===== config.mk =====
export PLATFORM = sky130hd
export DESIGN_NAME = dmem_arbiter_ctrl_flat
export DESIGN_NICKNAME = d
export VERILOG_FILES = /design/src/rtl/dmem_arbiter_ctrl_pkg.sv /design/src/rtl/dmem_arbiter_ctrl_if.sv /design/src/rtl/dmem_arbiter_ctrl_rr_arbiter.sv /design/src/rtl/dmem_arbiter_ctrl.sv /design/src/flat_wrapper.sv
export SDC_FILE = /design/constraint.sdc
export NUM_CORES = 1
export LEC_CHECK = 0
export CORE_ASPECT_RATIO = 0.7
export CORE_MARGIN = 1
export CORE_UTILIZATION = 35
export CTS_BUF_LIST = sky130_fd_sc_hd__clkbuf_4
export DETAILED_ROUTE_END_ITERATION = 10
export GPL_ROUTABILITY_DRIVEN = 0
export PLACE_DENSITY = 0.73
export SETUP_SLACK_MARGIN = 0.1
export SLEW_MARGIN = 10
export SYNTH_ARGS = -nofsm -noshare
export SYNTH_HDL_FRONTEND = slang
export SYNTH_SLANG_ARGS = --single-unit

===== constraint.sdc =====
create_clock -name clk -period 2.2 [get_ports clk]
set_clock_uncertainty 0.2 [all_clocks]
set_input_delay 0.22 -clock clk [delete_from_list [all_inputs] [get_ports clk]]
set_output_delay 0.22 -clock clk [all_outputs]
set_load 0.1 [all_outputs]

===== src/rtl/dmem_arbiter_ctrl_pkg.sv =====
// Shared types and helpers for the data-cache arbiter/sequencer.
// The request latch and byte merge are sized by the package widths.
package dmem_arbiter_ctrl_pkg;

  localparam int unsigned DMEM_ADDR_W = 32;
  localparam int unsigned DMEM_DATA_W = 32;
  localparam int unsigned STRB_W      = DMEM_DATA_W / 8;

  typedef enum logic [1:0] {
    StIdle,
    StAccess,
    StMerge,
    StResp
  } state_e;

  typedef struct packed {
    logic [DMEM_ADDR_W-1:0] addr;
    logic                   we;
    logic [STRB_W-1:0]      wstrb;
    logic [DMEM_DATA_W-1:0] wdata;
  } dmem_req_t;

  function automatic logic [DMEM_DATA_W-1:0] merge_bytes(
    input logic [DMEM_DATA_W-1:0] old_word,
    input logic [DMEM_DATA_W-1:0] new_word,
    input logic [STRB_W-1:0]      strb
  );
    logic [DMEM_DATA_W-1:0] w_out;
    w_out = old_word;
    for (int b = 0; b < int'(STRB_W); b++) begin
      if (strb[b]) w_out[8*b +: 8] = new_word[8*b +: 8];
    end
    return w_out;
  endfunction

endpackage


===== src/rtl/dmem_arbiter_ctrl_if.sv =====
// Requester request/response channels plus the data-cache port, as one bundle.
// slave = arbiter view, master = requesters/cache view.
interface dmem_arbiter_ctrl_if #(
  parameter int unsigned N_REQ  = 2,
  parameter int unsigned ADDR_W = 32,
  parameter int unsigned DATA_W = 32
);
  localparam int unsigned STRB_W = DATA_W / 8;

  logic [N_REQ-1:0]        req_valid;
  logic [N_REQ-1:0]        req_ready;
  logic [N_REQ*ADDR_W-1:0] req_addr;
  logic [N_REQ-1:0]        req_we;
  logic [N_REQ*STRB_W-1:0] req_wstrb;
  logic [N_REQ*DATA_W-1:0] req_wdata;
  logic [N_REQ-1:0]        rsp_valid;
  logic [N_REQ-1:0]        rsp_ready;
  logic [DATA_W-1:0]       rsp_rdata;
  logic                    dc_r_enable;
  logic [ADDR_W-1:0]       dc_r_addr;
  logic [DATA_W-1:0]       dc_r_data;
  logic                    dc_w_enable;
  logic [ADDR_W-1:0]       dc_w_addr;
  logic [DATA_W-1:0]       dc_w_data;

  modport slave (
    input  req_valid, req_addr, req_we, req_wstrb, req_wdata, rsp_ready, dc_r_data,
    output req_ready, rsp_valid, rsp_rdata, dc_r_enable, dc_r_addr, dc_w_enable, dc_w_addr,
           dc_w_data
  );

  modport master (
    output req_valid, req_addr, req_we, req_wstrb, req_wdata, rsp_ready, dc_r_data,
    input  req_ready, rsp_valid, rsp_rdata, dc_r_enable, dc_r_addr, dc_w_enable, dc_w_addr,
           dc_w_data
  );

endinterface


===== src/rtl/dmem_arbiter_ctrl_rr_arbiter.sv =====
// Round-robin arbiter: search starts at the port after the last grant.
// Holds last_grant; it only moves when a grant is taken (i_advance).
module dmem_arbiter_ctrl_rr_arbiter #(
  parameter int unsigned N_REQ = 2,
  localparam int unsigned IdxW = (N_REQ > 1) ? $clog2(N_REQ) : 1
) (
  input  logic             clk,
  input  logic             rst_n,
  input  logic [N_REQ-1:0] i_req,
  input  logic             i_enable,
  input  logic             i_advance,
  output logic [N_REQ-1:0] o_gnt,
  output logic [IdxW-1:0]  o_gnt_idx
);

  logic [IdxW-1:0] r_last;

  always_comb begin
    logic            w_found;
    int unsigned     w_cand;
    logic [IdxW-1:0] w_cand_idx;
    w_found    = 1'b0;
    w_cand     = 0;
    w_cand_idx = '0;
    o_gnt      = '0;
    o_gnt_idx  = r_last;
    if (i_enable) begin
      for (int unsigned i = 1; i <= N_REQ; i++) begin
        w_cand     = (32'(r_last) + i) % N_REQ;
        w_cand_idx = w_cand[IdxW-1:0];
        if (!w_found && i_req[w_cand_idx]) begin
          w_found          = 1'b1;
          o_gnt[w_cand_idx] = 1'b1;
          o_gnt_idx        = w_cand_idx;
        end
      end
    end
  end

  always_ff @(posedge clk or negedge rst_n) begin
    if (!rst_n) begin
      r_last <= IdxW'(N_REQ - 1);
    end else if (i_advance) begin
      r_last <= o_gnt_idx;
    end
  end

endmodule


===== src/rtl/dmem_arbiter_ctrl.sv =====
// Shares the data cache among N_REQ requesters; one transaction in flight.
// Partial stores are done as read-modify-write; the response carries the pre-access word.
module dmem_arbiter_ctrl
  import dmem_arbiter_ctrl_pkg::*;
#(
  parameter int unsigned N_REQ  = 2,
  parameter int unsigned ADDR_W = DMEM_ADDR_W,
  parameter int unsigned DATA_W = DMEM_DATA_W
) (
  input  logic                 clk,
  input  logic                 rst_n,
  dmem_arbiter_ctrl_if.slave   io_bus
);

  localparam int unsigned IdxW = (N_REQ > 1) ? $clog2(N_REQ) : 1;

  state_e            r_state;
  state_e            w_state_d;
  dmem_req_t         r_req;
  logic [IdxW-1:0]   r_owner;
  logic [DATA_W-1:0] r_old_word;

  logic [N_REQ-1:0]  w_gnt;
  logic [IdxW-1:0]   w_gnt_idx;
  logic              w_arb_en;
  logic              w_accept;
  logic              w_full;
  logic              w_partial;

  assign w_arb_en  = (r_state == StIdle);
  assign w_accept  = w_arb_en && (|w_gnt);
  assign w_full    = r_req.we && (&r_req.wstrb);
  assign w_partial = r_req.we && (|r_req.wstrb) && !(&r_req.wstrb);

  dmem_arbiter_ctrl_rr_arbiter #(
    .N_REQ (N_REQ)
  ) u_rr_arbiter (
    .clk       (clk),
    .rst_n     (rst_n),
    .i_req     (io_bus.req_valid),
    .i_enable  (w_arb_en),
    .i_advance (w_accept),
    .o_gnt     (w_gnt),
    .o_gnt_idx (w_gnt_idx)
  );

  always_ff @(posedge clk or negedge rst_n) begin
    if (!rst_n) begin
      r_state <= StIdle;
    end else begin
      r_state <= w_state_d;
    end
  end

  always_ff @(posedge clk or negedge rst_n) begin
    if (!rst_n) begin
      r_req      <= '0;
      r_owner    <= '0;
      r_old_word <= '0;
    end else begin
      if (w_accept) begin
        r_req.addr  <= io_bus.req_addr[w_gnt_idx*ADDR_W +: ADDR_W];
        r_req.we    <= io_bus.req_we[w_gnt_idx];
        r_req.wstrb <= io_bus.req_wstrb[w_gnt_idx*STRB_W +: STRB_W];
        r_req.wdata <= io_bus.req_wdata[w_gnt_idx*DATA_W +: DATA_W];
        r_owner     <= w_gnt_idx;
      end
      // Read data is combinational from the cache, so the pre-write word is sampled here.
      if (r_state == StAccess) begin
        r_old_word <= io_bus.dc_r_data;
      end
    end
  end

  assign io_bus.dc_r_addr = r_req.addr;
  assign io_bus.dc_w_addr = r_req.addr;
  assign io_bus.rsp_rdata = r_old_word;

  always_comb begin
    w_state_d          = r_state;
    io_bus.req_ready   = '0;
    io_bus.rsp_valid   = '0;
    io_bus.dc_r_enable = 1'b0;
    io_bus.dc_w_enable = 1'b0;
    io_bus.dc_w_data   = '0;
    case (r_state)
      StIdle: begin
        io_bus.req_ready = w_gnt;
        if (w_accept) w_state_d = StAccess;
      end
      StAccess: begin
        io_bus.dc_r_enable = 1'b1;
        if (w_full) begin
          io_bus.dc_w_enable = 1'b1;
          io_bus.dc_w_data   = r_req.wdata;
          w_state_d          = StResp;
        end else if (w_partial) begin
          w_state_d = StMerge;
        end else begin
          w_state_d = StResp;
        end
      end
      StMerge: begin
        io_bus.dc_w_enable = 1'b1;
        io_bus.dc_w_data   = merge_bytes(r_old_word, r_req.wdata, r_req.wstrb);
        w_state_d          = StResp;
      end
      StResp: begin
        io_bus.rsp_valid[r_owner] = 1'b1;
        if (io_bus.rsp_ready[r_owner]) w_state_d = StIdle;
      end
      default: w_state_d = StIdle;
    endcase
  end

endmodule

===== src/flat_wrapper.sv =====
// flat-port wrapper written by rule: the top's interface ports become plain ports
module dmem_arbiter_ctrl_flat import dmem_arbiter_ctrl_pkg::*;
#(
  parameter int unsigned N_REQ  = 2,
  parameter int unsigned ADDR_W = DMEM_ADDR_W,
  parameter int unsigned DATA_W = DMEM_DATA_W
)
  (clk, rst_n, io_bus_req_valid, io_bus_req_addr, io_bus_req_we, io_bus_req_wstrb, io_bus_req_wdata, io_bus_rsp_ready, io_bus_dc_r_data, io_bus_req_ready, io_bus_rsp_valid, io_bus_rsp_rdata, io_bus_dc_r_enable, io_bus_dc_r_addr, io_bus_dc_w_enable, io_bus_dc_w_addr, io_bus_dc_w_data);
  dmem_arbiter_ctrl_if #(.N_REQ(N_REQ), .ADDR_W(ADDR_W), .DATA_W(DATA_W)) io_bus_i ();
  input  logic clk;
  input  logic rst_n;
  input wire logic [$bits(io_bus_i.req_valid)-1:0] io_bus_req_valid;
  input wire logic [$bits(io_bus_i.req_addr)-1:0] io_bus_req_addr;
  input wire logic [$bits(io_bus_i.req_we)-1:0] io_bus_req_we;
  input wire logic [$bits(io_bus_i.req_wstrb)-1:0] io_bus_req_wstrb;
  input wire logic [$bits(io_bus_i.req_wdata)-1:0] io_bus_req_wdata;
  input wire logic [$bits(io_bus_i.rsp_ready)-1:0] io_bus_rsp_ready;
  input wire logic [$bits(io_bus_i.dc_r_data)-1:0] io_bus_dc_r_data;
  output wire logic [$bits(io_bus_i.req_ready)-1:0] io_bus_req_ready;
  output wire logic [$bits(io_bus_i.rsp_valid)-1:0] io_bus_rsp_valid;
  output wire logic [$bits(io_bus_i.rsp_rdata)-1:0] io_bus_rsp_rdata;
  output wire logic [$bits(io_bus_i.dc_r_enable)-1:0] io_bus_dc_r_enable;
  output wire logic [$bits(io_bus_i.dc_r_addr)-1:0] io_bus_dc_r_addr;
  output wire logic [$bits(io_bus_i.dc_w_enable)-1:0] io_bus_dc_w_enable;
  output wire logic [$bits(io_bus_i.dc_w_addr)-1:0] io_bus_dc_w_addr;
  output wire logic [$bits(io_bus_i.dc_w_data)-1:0] io_bus_dc_w_data;
  assign io_bus_i.req_valid = io_bus_req_valid;
  assign io_bus_i.req_addr = io_bus_req_addr;
  assign io_bus_i.req_we = io_bus_req_we;
  assign io_bus_i.req_wstrb = io_bus_req_wstrb;
  assign io_bus_i.req_wdata = io_bus_req_wdata;
  assign io_bus_i.rsp_ready = io_bus_rsp_ready;
  assign io_bus_i.dc_r_data = io_bus_dc_r_data;
  assign io_bus_req_ready = io_bus_i.req_ready;
  assign io_bus_rsp_valid = io_bus_i.rsp_valid;
  assign io_bus_rsp_rdata = io_bus_i.rsp_rdata;
  assign io_bus_dc_r_enable = io_bus_i.dc_r_enable;
  assign io_bus_dc_r_addr = io_bus_i.dc_r_addr;
  assign io_bus_dc_w_enable = io_bus_i.dc_w_enable;
  assign io_bus_dc_w_addr = io_bus_i.dc_w_addr;
  assign io_bus_dc_w_data = io_bus_i.dc_w_data;
  dmem_arbiter_ctrl #(.N_REQ(N_REQ), .ADDR_W(ADDR_W), .DATA_W(DATA_W)) u_core (.clk(clk), .rst_n(rst_n), .io_bus(io_bus_i));
endmodule

; ---- Yosys cells after proc, flatten, opt, wreduce, memory -nomap -nowiden
; Cells that the tools add are included.
[totals]
mem_bits_rw = 0
latchBits = 0
memories = 0
romBits = 0
wordCells = 80
register_bits = 105
in_bits = 176
[op_classes]
shifts = 3
addsub = 2
eq_ne = 5
mul = 0
reduce_logical = 15
n_mux = 39
magnitude_cmp = 7
div = 0
bitwise = 1
[op_table]
columns = cell, count
row1 = $shiftx 64x7->32, 2
row2 = $pmux 32 s2, 1
row3 = $mux 32, 1
row4 = $mux 8, 4
row5 = $mux 1, 19
row6 = $mux 2, 9
row7 = $logic_and 1x1->1, 8
row8 = $lt 1x2->1 const B, 4
row9 = $pmux 2 s4, 1
row10 = $shiftx 8x4->4, 1
row11 = $eq 2x2->1 const B, 2
row12 = $reduce_and 4->1, 1
row13 = $reduce_or 4->1, 1
row14 = $demux 1 s1, 3
row15 = $ge 1x1->1 const B, 3
row16 = $add 1x1->1 const B, 2
row17 = $eq 2x1->1 const B, 1
row18 = $logic_not 1->1, 2
row19 = $logic_not 2->1, 1
row20 = $ne 2x1->1 const B, 1
row21 = $ne 2x2->1 const B, 1
row22 = $or 2x2->2, 1
row23 = $pmux 1 s2, 1
row24 = $reduce_and 2->1, 1
row25 = $reduce_or 2->1, 1

; ---- Longest topological paths before layout
; Gate-level depths: netlist of the first run.
[logic_depth]
word_depth = 14
ltp_mapped = 8

; ---- Cells and area by module
; From an unflattened synthesis of the first run, not the netlist that was laid out.
[unflattened]
hier_cells = 558
hier_area_um2 = 5743.0
[by_module_without_submodules]
columns = mod, area_per_inst_um2, cells_each, n_inst
row1 = dmem_arbiter_ctrl, 5669.2, 548, 1
row2 = dmem_arbiter_ctrl_rr_arbiter, 73.8, 10, 1

; ---- Worst setup path before layout of the first run
; No wires, ideal clock.
[synth_path]
kind = reg-to-output
startpoint = register u_core.r_state[1]
endpoint = output port io_bus_dc_w_data[12]
t_arrival_ps = 3493
slack_ps = -1713
path_stages_with_launch = 9
cell_sequence = dfrtp_1 inv_1 ha_1 clkbuf_1 nand2_1 nor2_2 buf_2 a22oi_1 nor2b_1
[synth_between]
elab_chain_len = 2
[synth_lines]
columns = element, line
row1 = start: declaration, dmem_arbiter_ctrl.sv:17  ; state_e r_state;
row2 = start signal: assignment, dmem_arbiter_ctrl.sv:49  ; r_state <= StIdle;
row3 = start signal: assignment, dmem_arbiter_ctrl.sv:51  ; r_state <= w_state_d;
row4 = $eq 2x2->1 / $eq 2x1->1 (equally long branches), dmem_arbiter_ctrl.sv:86  ; case (r_state)
row5 = $pmux 32 s2 *, dmem_arbiter_ctrl.sv:86
row6 = end: declaration, flat_wrapper.sv:26  ; output wire logic [$bits(io_bus_i.dc_w_data)-1:0] io_bus_dc_w_data;
; Mark *: on every way between the ends. The rest lies on a longest branch, timed or not.

; ---- Worst setup path in the final report of the first run
[layout_path]
startpoint = register u_core.r_state[1]
endpoint = output port io_bus_dc_w_data[5]
; The elaborated chain is that of the path after synthesis.

==> results of run 1 <==
## critical path, stage by stage, from the launching register on
cell	delay (ps)
dfrtp_2	460
inv_4	90
ha_4	160
nand2_4	60
o21bai_4	180
clkbuf_16	180
a32oi_4	110
nor2b_4	160
buf_12	180
## cell usage after synthesis
| master | instances | area, µm² |
|---|---|---|
| or4_1 | 1 | 7.51 |
| and2_1 | 2 | 12.5 |
| o21ai_1 | 70 | 350 |
| nand2_1 | 73 | 274 |
| a2111oi_0 | 1 | 8.76 |
| a32oi_1 | 8 | 70.1 |
| a21o_1 | 1 | 7.51 |
| ha_1 | 4 | 50.1 |
| nor2_1 | 1 | 3.75 |
| buf_6 | 1 | 11.3 |
| o21bai_2 | 1 | 11.3 |
| buf_2 | 10 | 50.1 |
| nor2_2 | 1 | 6.26 |
| o21ai_0 | 1 | 5.00 |
| clkbuf_1 | 21 | 78.8 |
| a31oi_1 | 1 | 6.26 |
| inv_1 | 5 | 18.8 |
| mux2_2 | 56 | 631 |
| dfstp_2 | 1 | 26.3 |
| a21oi_1 | 3 | 15.0 |
| nor2b_1 | 34 | 213 |
| buf_4 | 72 | 541 |
| and3b_1 | 1 | 8.76 |
| dfrtp_1 | 104 | 2600 |
| mux2i_1 | 70 | 701 |
| a22oi_1 | 25 | 188 |
| nand4_1 | 1 | 6.26 |
| nor3_1 | 2 | 10.0 |
## metal layers
layer | part of all wire | GRT usage
met5 | 0 | 0
met4 | 0.010 | 0.0498
met3 | 0.076 | 0.0715
met2 | 0.50 | 0.404
met1 | 0.41 | 0.256
## what timing repair did
action,in CTS,in global routing
gates cloned,3,7
hold endpoints to repair,104,0
resized for setup,35,46
endpoints found under the setup margin,106,108
buffers inserted,9,5
hold buffers,2,0
pin swaps,10,17
## cell families after synthesis
kind of cell    Yosys count
mux                     126
simple gates            116
compound gates          111
buf+inv                 109
flops                   105
fa+ha+maj                 4
## path summary, 6_finish.rpt
path,to,slack [ps]
worst max-delay path,io_bus_dc_w_data[5],-290
min in group clk,u_core.io_bus.rsp_rdata[0],130
worst min-delay path,u_core.io_bus.rsp_rdata[24],70
worst max register to register,u_core.r_req[17],50
worst min register to register,u_core.io_bus.dc_r_addr[25],340
max in group asynchronous,u_core.u_rr_arbiter.r_last,1390
## stage by stage
| step | TNS, ps | utilization | hold slack [ps] | cell area [µm²] |
|---|---|---|---|---|
| after detailed placement | -266 | 0.573 | -17.7 | 9400 |
| after global routing | -12720 | 0.633 | 37.9 | 10400 |
| after CTS | -10260 | 0.608 | 39.6 | 9970 |
| after global placement | 0 | 0.573 | -20.7 | 9400 |
| final | -8890 | 0.633 | 68.7 | 10400 |
| after floorplan | -7740 | - | -276 | 6330 |
## final cells by class
| class | instances | area [µm²] | area share |
|---|---|---|---|
| Inverter | 5 | 21.3 | 0.00205 |
| Clock inverter | 5 | 81.3 | 0.00783 |
| Timing Repair Buffer | 354 | 3910 | 0.377 |
| Tap cell | 225 | 282 | 0.0271 |
| Clock buffer | 10 | 75.1 | 0.00723 |
| Sequential cell | 105 | 2630 | 0.253 |
| Multi-Input combinational cell | 357 | 3380 | 0.326 |
## registers in the layout (all words and copies together) (netlist names)
register                    count
u_core.io_bus.dc_r_addr        32
u_core.io_bus.rsp_rdata        32
u_core.r_owner                  1
u_core.r_req                   37
u_core.r_state                  2
u_core.u_rr_arbiter.r_last      1
==> results.yml, run 1 <==
sta:
  slew_headroom: 0.703
  hold_viol: 0
  slew_violations: 0
  worst_slew_pin_slew_ps: 445
  period_needed_ps: 2490
  fmax_mhz: 402
  setup_viol: 35
  fin_crit_sh: 1.13
  rsz0062_at_grt: "true"
  setup_slack_ps: -287
critical_path:
  cp-startpoint: "u_core.r_state[1]"
  cp-end-kind: "primary output"
  critPathKind: "reg2out"
  worstPathArrival_ps: 2070
  start_kind: "register"
  r2r_start: "u_core.r_state[1]"
  crit_path_max_fanout: 4
  r2r_cells: 9
  required_ps: 1780
grt:
  grt_pass1_vias: 5476
  antenna_found_initial: 1
  grt_pass1_wl_um: 29900
  track_usage: 0.224
  grt_max_degree: 110
  grt_overflow_total: 0
synthesis:
  yosys_register_bits: 105
  synth-simple-area-share: 0.0916
  yosysSeqAreaShare: 0.445
  muxShareOfSynthArea: 0.225
  synth-adder-area-share: 0.00846
  synth_top_family_by_area: "multiplexers"
  synthCells: 571
  syn_area_per_cell_um2: 10.4
  yosys_warnings: 0
  synth_compound_area_frac: 0.112
  synth_area_um2: 5910
  syn_nets: 751
  synth_xor_area_frac: 0
  post_synth_num_cell_types: 28
detailed_routing:
  num_vias: 5159
  routed_wl_um: 20300
  ant_nets: 0
  drtPass1Iterations: 4
  drtIter0Drc: 164
  drc: 0
  viasPerCell: 4.86
  wire_per_inst_um: 19.1
die:
  die_area_um2: 17400
  fp.dieW_um: 157
  core_area_um2: 16400
  die_h_um: 111
  initial_core_util: 0.361
  row_count: 39
  pin_count: 310
clock_network:
  htreeDepth: 3
  cts_buffers: 9
  cts-root-buf: "clkbuf_4"
  cts_buffer_depth: 2
  clkLatencyLatePin_ps: 470
  cts_tree: "yes"
  path_clk_slew_ps: 160
  cts.sinks: 105
placed_design:
  dp_hpwl_um: 13800
  placed_cells: 1021
  preCtsSetupSlack_ps: -32.0
  io_buffers: 309
finish:
  final_cell_mix: "clkdlybuf4s50_1 (174), buf_4 (116), dfrtp_1 (102)"
  fillCellCount: 1297
  drive_gt1_frac: 0.426
  layoutNonFillerInstCount: 1061
  num_antenna_cells: 0
  final_nets: 1012
  final_common_cell: "clkdlybuf4s50_1"
  area_growth_syn_to_layout_pct: 75.6
job:
  cap_violations: 0
status:
  failed_checks: "setup timing"
  status: "finished, violations left"
min_path:
  hold_class: "in2async"
Power of run 1 is not shown: default switching activity piles up to over one toggle a cycle in this logic, so the estimate is an artifact.
==> run 2, diff against run 1 <==
- ABC_AREA: default -> 1
- CORE_ASPECT_RATIO: 0.7 -> default
- PLACE_DENSITY: 0.73 -> 0.7
==> run 2 against run 1 <==
The flow still finishes with violations (setup timing). Register-to-register slack better by 30 ps. Final area is 12% higher. First-iteration DRC count is 110% higher. Wire length is 18% higher. Critical path depth is 1 higher. Maximum frequency is 2.1% higher. Non-clock buffer count is 14 higher. Synthesized cell count is 73% higher. Flip-flop and latch count stayed put. Clock-buffer cell count is 1 lower. Highest routed layer unchanged.
==> results.yml, run 2 <==
status:
  status: "finished, violations left"
  failed_checks: "setup timing"
die:
  fp.dieW_um: 140
  die_h_um: 140
  initial_core_util: 0.357
  die_area_um2: 19600
  row_count: 50
  core_area_um2: 18600
  pin_count: 310
sta:
  hold_viol: 0
  slew_violations: 0
  worst_slew_pin_slew_ps: 494
  fin_crit_sh: 1.11
  period_needed_ps: 2440
  slew_headroom: 0.671
  rsz0062_at_grt: "true"
  setup_viol: 35
  fmax_mhz: 411
  setup_slack_ps: -236
critical_path:
  critPathKind: "reg2out"
  required_ps: 1780
  cp_cell_sequence: "nand2_1 > inv_1 > nand2_2 > nor2_4 > buf_12 > buf_16 > nand3_4 > a21oi_4 > buf_12"
  r2r_start: "u_core.r_state[0]"
  crit_top_cell: "buf_12"
  crit_family: "buffers and inverters"
  worstPathArrival_ps: 2020
  cp-end-kind: "primary output"
  max_stage_delay_ps: 450
  cp-startpoint: "u_core.r_req[35]"
  crit_buf_inv: 4
  crit_path_max_fanout: 8
  crit_slowest_cell: "dfrtp_1"
  start_kind: "register"
finish:
  largest_reg_flops: 37
  area_growth_syn_to_layout_pct: 75.3
  final_common_cell: "nand2_1"
  layoutNonFillerInstCount: 1483
  fillCellCount: 1592
  final_cell_mix: "nand2_1 (234), inv_1 (176), clkdlybuf4s50_1 (174)"
  drive_gt1_frac: 0.319
  final_nets: 1422
  top_register: "u_core.r_req"
synthesis:
  ys.flop_type: "dfrtp_1"
  synth_edf_count: 0
  synth_most_common_cell: "nand2_1"
  synth_common_cells: "nand2_1 (254), inv_1 (186), nand3_1 (166)"
  async_reset_ff_frac: 1.00
  syn_nets: 1167
  synthCells: 987
  synth_top_area_frac: 0.391
  synth_area_um2: 6650
  yosys_register_bits: 105
  netlist_top_cells_area: "dfrtp_1 (39%), nand2_1 (14%), nand3_1 (12%)"
  syn_area_per_cell_um2: 6.74
  post_synth_num_cell_types: 18
  yosysSeqAreaShare: 0.395
  synth_area_leader_cell: "dfrtp_1"
  yosys_warnings: 0
grt:
  grt_pass1_vias: 6625
  track_usage: 0.233
  grt_pass1_wl_um: 35400
  grt_max_degree: 61
  antenna_found_initial: 1
  grt_overflow_total: 0
clock_network:
  cts_buffers: 9
  htreeDepth: 3
  cts_buffer_depth: 2
  clkLatencyLatePin_ps: 470
  path_clk_slew_ps: 170
  cts-root-buf: "clkbuf_4"
  cts.sinks: 105
  cts_tree: "yes"
job:
  cap_violations: 0
min_path:
  hold_class: "in2async"
detailed_routing:
  drtIter0Drc: 350
  num_vias: 7163
  ant_nets: 0
  routed_wl_um: 23900
  viasPerCell: 4.83
  drtPass1Iterations: 4
  drc: 0
  wire_per_inst_um: 16.1
placed_design:
  io_buffers: 309
  placed_cells: 1428
  dp_hpwl_um: 16100
run 2: repair_timing:
action	CTS	global route
gates cloned	6	5
endpoints found under the setup margin	67	38
hold buffers	2	0
pin swaps	11	37
resized for setup	54	96
setup buffers	7	17
endpoints found under the hold margin	104	0
run 2: cells by family (layout without fill, tap and decap cells):
logic type | count (synthesis) | after routing | synth area share
fa+ha+maj | 4 | 4 | 0.00752
compound gates | 141 | 141 | 0.108
flops | 105 | 105 | 0.395
buf+inv | 311 | 571 | 0.218
other cells | 0 | 2 | 0
simple gates | 426 | 426 | 0.272
run 2: path summary, 6_finish.rpt:
check / end / slack, ps / cells past startpoint
max in group asynchronous: u_core.io_bus.rsp_rdata[30] / 1020 / 3
min in group clk: u_core.io_bus.rsp_rdata[14] / 70 / 3
min: u_core.io_bus.rsp_rdata[26] / 60 / 3
min reg2reg: u_core.io_bus.dc_r_addr[21] / 370 / 2
max: io_bus_dc_w_data[19] / -240 / 9
max reg2reg: u_core.r_req[7] / 80 / 10
run 2: worst reg2reg max path, stage by stage (launching register included):
cell and delay, ps:
dfrtp_1 420, inv_2 100, buf_6 110, ha_4 200, nand2_8 100, buf_4 160
o21ai_4 180, buf_12 250, nand2_1 150, nand3_2 100, nand2_1 50
run 2: layout make-up:
class                      count  area, µm²  area share
multi-input combinational    571       3700       0.317
antenna                        2       5.00    0.000429
tap                          234        293      0.0251
sequential                   105       2670       0.229
inverter                     187        727      0.0623
clock buffer                   9       67.6     0.00579
clock inverter                 7       68.8     0.00590
timing repair buffer         368       4140       0.355
run 2: metal layers:
metal | routed length (µm) | part of all wire | GRT usage | up-vias
li1 | - | - | - | 3516
met1 | 9730 | 0.41 | 0.288 | 3325
met2 | 12200 | 0.51 | 0.414 | 290
met3 | 1510 | 0.063 | 0.0368 | 32
met4 | 489 | 0.020 | 0.0740 | 0
met5 | 0 | 0 | 0 | -
run 2: metrics by stage:
stage                util  TNS (ps)  hold slack, ps  setup WS, ps  area, µm²
floorplan               -     -2360            -276          -124       7420
global route        0.626    -10770            65.3          -357      11700
CTS                 0.589     -7930            34.5          -271      11000
detailed placement  0.564         0            -146          41.4      10500
global placement    0.564         0            -147          86.9      10500
finish              0.626     -6930            55.9          -236      11700
Power of run 2 is left out for the same reason.
==> run 3, diff against run 2 <==
- CORE_MARGIN: 1 -> 1.5
==> run 3 against run 2 <==
The run still ends with setup timing left. Critical path depth is 3 lower. Utilization is 0.99 points lower. Sequential share of layout area is 0.37 points higher. Critical path type unchanged. Highest routed layer unchanged.
==> results.yml, run 3 (synthesis results as in run 2) <==
status:
  status: "finished, violations left"
  failed_checks: "setup timing"
finish:
  fin_area_um2: 11500
  final_common_cell: "nand2_1"
  final_cell_mix: "nand2_1 (249), inv_1 (180), clkdlybuf4s50_1 (174)"
  largest_reg_flops: 37
  utilization: 0.616
  top_register: "u_core.r_req"
  fillCellCount: 1652
  final_nets: 1418
  drive_gt1_frac: 0.281
  area_growth_syn_to_layout_pct: 72.6
clock_network:
  cts_buffer_depth: 2
  clkLatencyLatePin_ps: 470
  cts_buffers: 9
  path_clk_slew_ps: 180
  cts.sinks: 105
  cts_tree: "yes"
  cts-root-buf: "clkbuf_4"
  htreeDepth: 3
sta:
  worst_slew_pin_slew_ps: 578
  setup_slack_ps: -223
  setup_viol: 34
  hold_viol: 0
  period_needed_ps: 2420
  setup_tns_ps: -6000
  fmax_mhz: 413
  slew_violations: 0
  fin_crit_sh: 1.10
  rsz0062_at_grt: "true"
  slew_headroom: 0.614
grt:
  grt_max_degree: 106
  antenna_found_initial: 1
  grt_pass1_wl_um: 36300
  grt_overflow_total: 0
  track_usage: 0.233
  grt_pass1_vias: 6852
critical_path:
  start_kind: "register"
  cp_cell_sequence: "inv_2 > ha_4 > buf_12 > nand3_4 > a21oi_4 > buf_12"
  crit_top_cell: "buf_12"
  r2r_start: "u_core.r_state[0]"
  crit_path_max_fanout: 23
  worstPathArrival_ps: 2000
  cp-end-kind: "primary output"
  max_stage_delay_ps: 450
  r2r_cells: 10
  cp-startpoint: "u_core.r_state[1]"
  critPathKind: "reg2out"
  required_ps: 1780
  crit_slowest_cell: "dfrtp_1"
placed_design:
  io_buffers: 309
  dp_hpwl_um: 16000
  dpl_cell_area_um2: 10500
detailed_routing:
  drtIter0Drc: 330
  ant_nets: 0
  drc: 0
  viasPerCell: 4.81
  num_vias: 7112
  drtPass1Iterations: 5
  wire_per_inst_um: 16.1
  routed_wl_um: 23800
die:
  initial_core_util: 0.357
  row_count: 50
  pin_count: 310
  fp.dieW_um: 141
  die_area_um2: 19800
  die_h_um: 141
  core_area_um2: 18600
min_path:
  min_from: "io_bus_dc_r_data[4]"
  hold_class: "in2reg"
  whs_path_depth: 3
job:
  cap_violations: 0
## run 3: changes by cell type in the layout (fill, tap and decap cells not counted), moves of 5 or more
cell | previous run | this run
nand2_1 | 234 | 249
nand3_1 | 121 | 135
nand3_2 | 23 | 9
nand2_2 | 14 | 1
o21ai_2 | 19 | 8
o21ai_1 | 18 | 28
buf_4 | 122 | 117
## run 3: per-layer routing
layer  wire (µm)  vias to the layer above  part of all wire  global-route usage
li1            -                     3501                 -                   -
met1        9730                     3319              0.41               0.288
met2       12100                      261              0.51               0.414
met3        1470                       31             0.062              0.0380
met4         507                        0             0.021              0.0735
met5           0                        -                 0                   0
## run 3: stage by stage
stage	cells	setup WS, ps	hold WS, ps
finish	1478	-223	72.9
global route	1478	-351	50.1
CTS	1461	-255	32.1
detailed placement	1430	128	148
global placement	1430	178	145
floorplan	987	-124	-276
## run 3: path summary, 6_finish.rpt
kind,endpoint,slack (ps)
setup / recovery,io_bus_dc_w_data[6],-220
hold / removal,u_core.io_bus.rsp_rdata[4],70
setup reg to reg,u_core.r_req[36],140
hold reg to reg,u_core.io_bus.dc_r_addr[5],360
max in group asynchronous,u_core.io_bus.rsp_rdata[8],1210
min in group asynchronous,u_core.io_bus.rsp_rdata[28],140
## run 3: repair_timing
action / CTS / global route
cloned: 7 / 4
setup buffers: 7 / 12
endpoints found under the setup margin: 36 / 37
endpoints found under the hold margin: 105 / 0
hold buffers: 1 / 0
resized for setup: 80 / 31
pin swaps: 24 / 19
## run 3: cell type report
class,count,area (µm²),area share
clock buffer,10,75.1,0.00654
inverter,187,722,0.0629
clock inverter,6,90.1,0.00785
multi-input combinational,571,3510,0.306
tap,234,293,0.0255
sequential,105,2670,0.232
antenna,1,2.50,0.000218
timing repair buffer,364,4120,0.359
## run 3: critical path, delay by kind of cell (launching register included)
family,cells,cell delay [ps]
AOI/OAI and AO/OA,1,210
adders and majority gates,1,240
buffers and inverters,3,540
DFF,1,450
and+or+nand+nor,1,100
Power of run 3 is left out for the same reason.
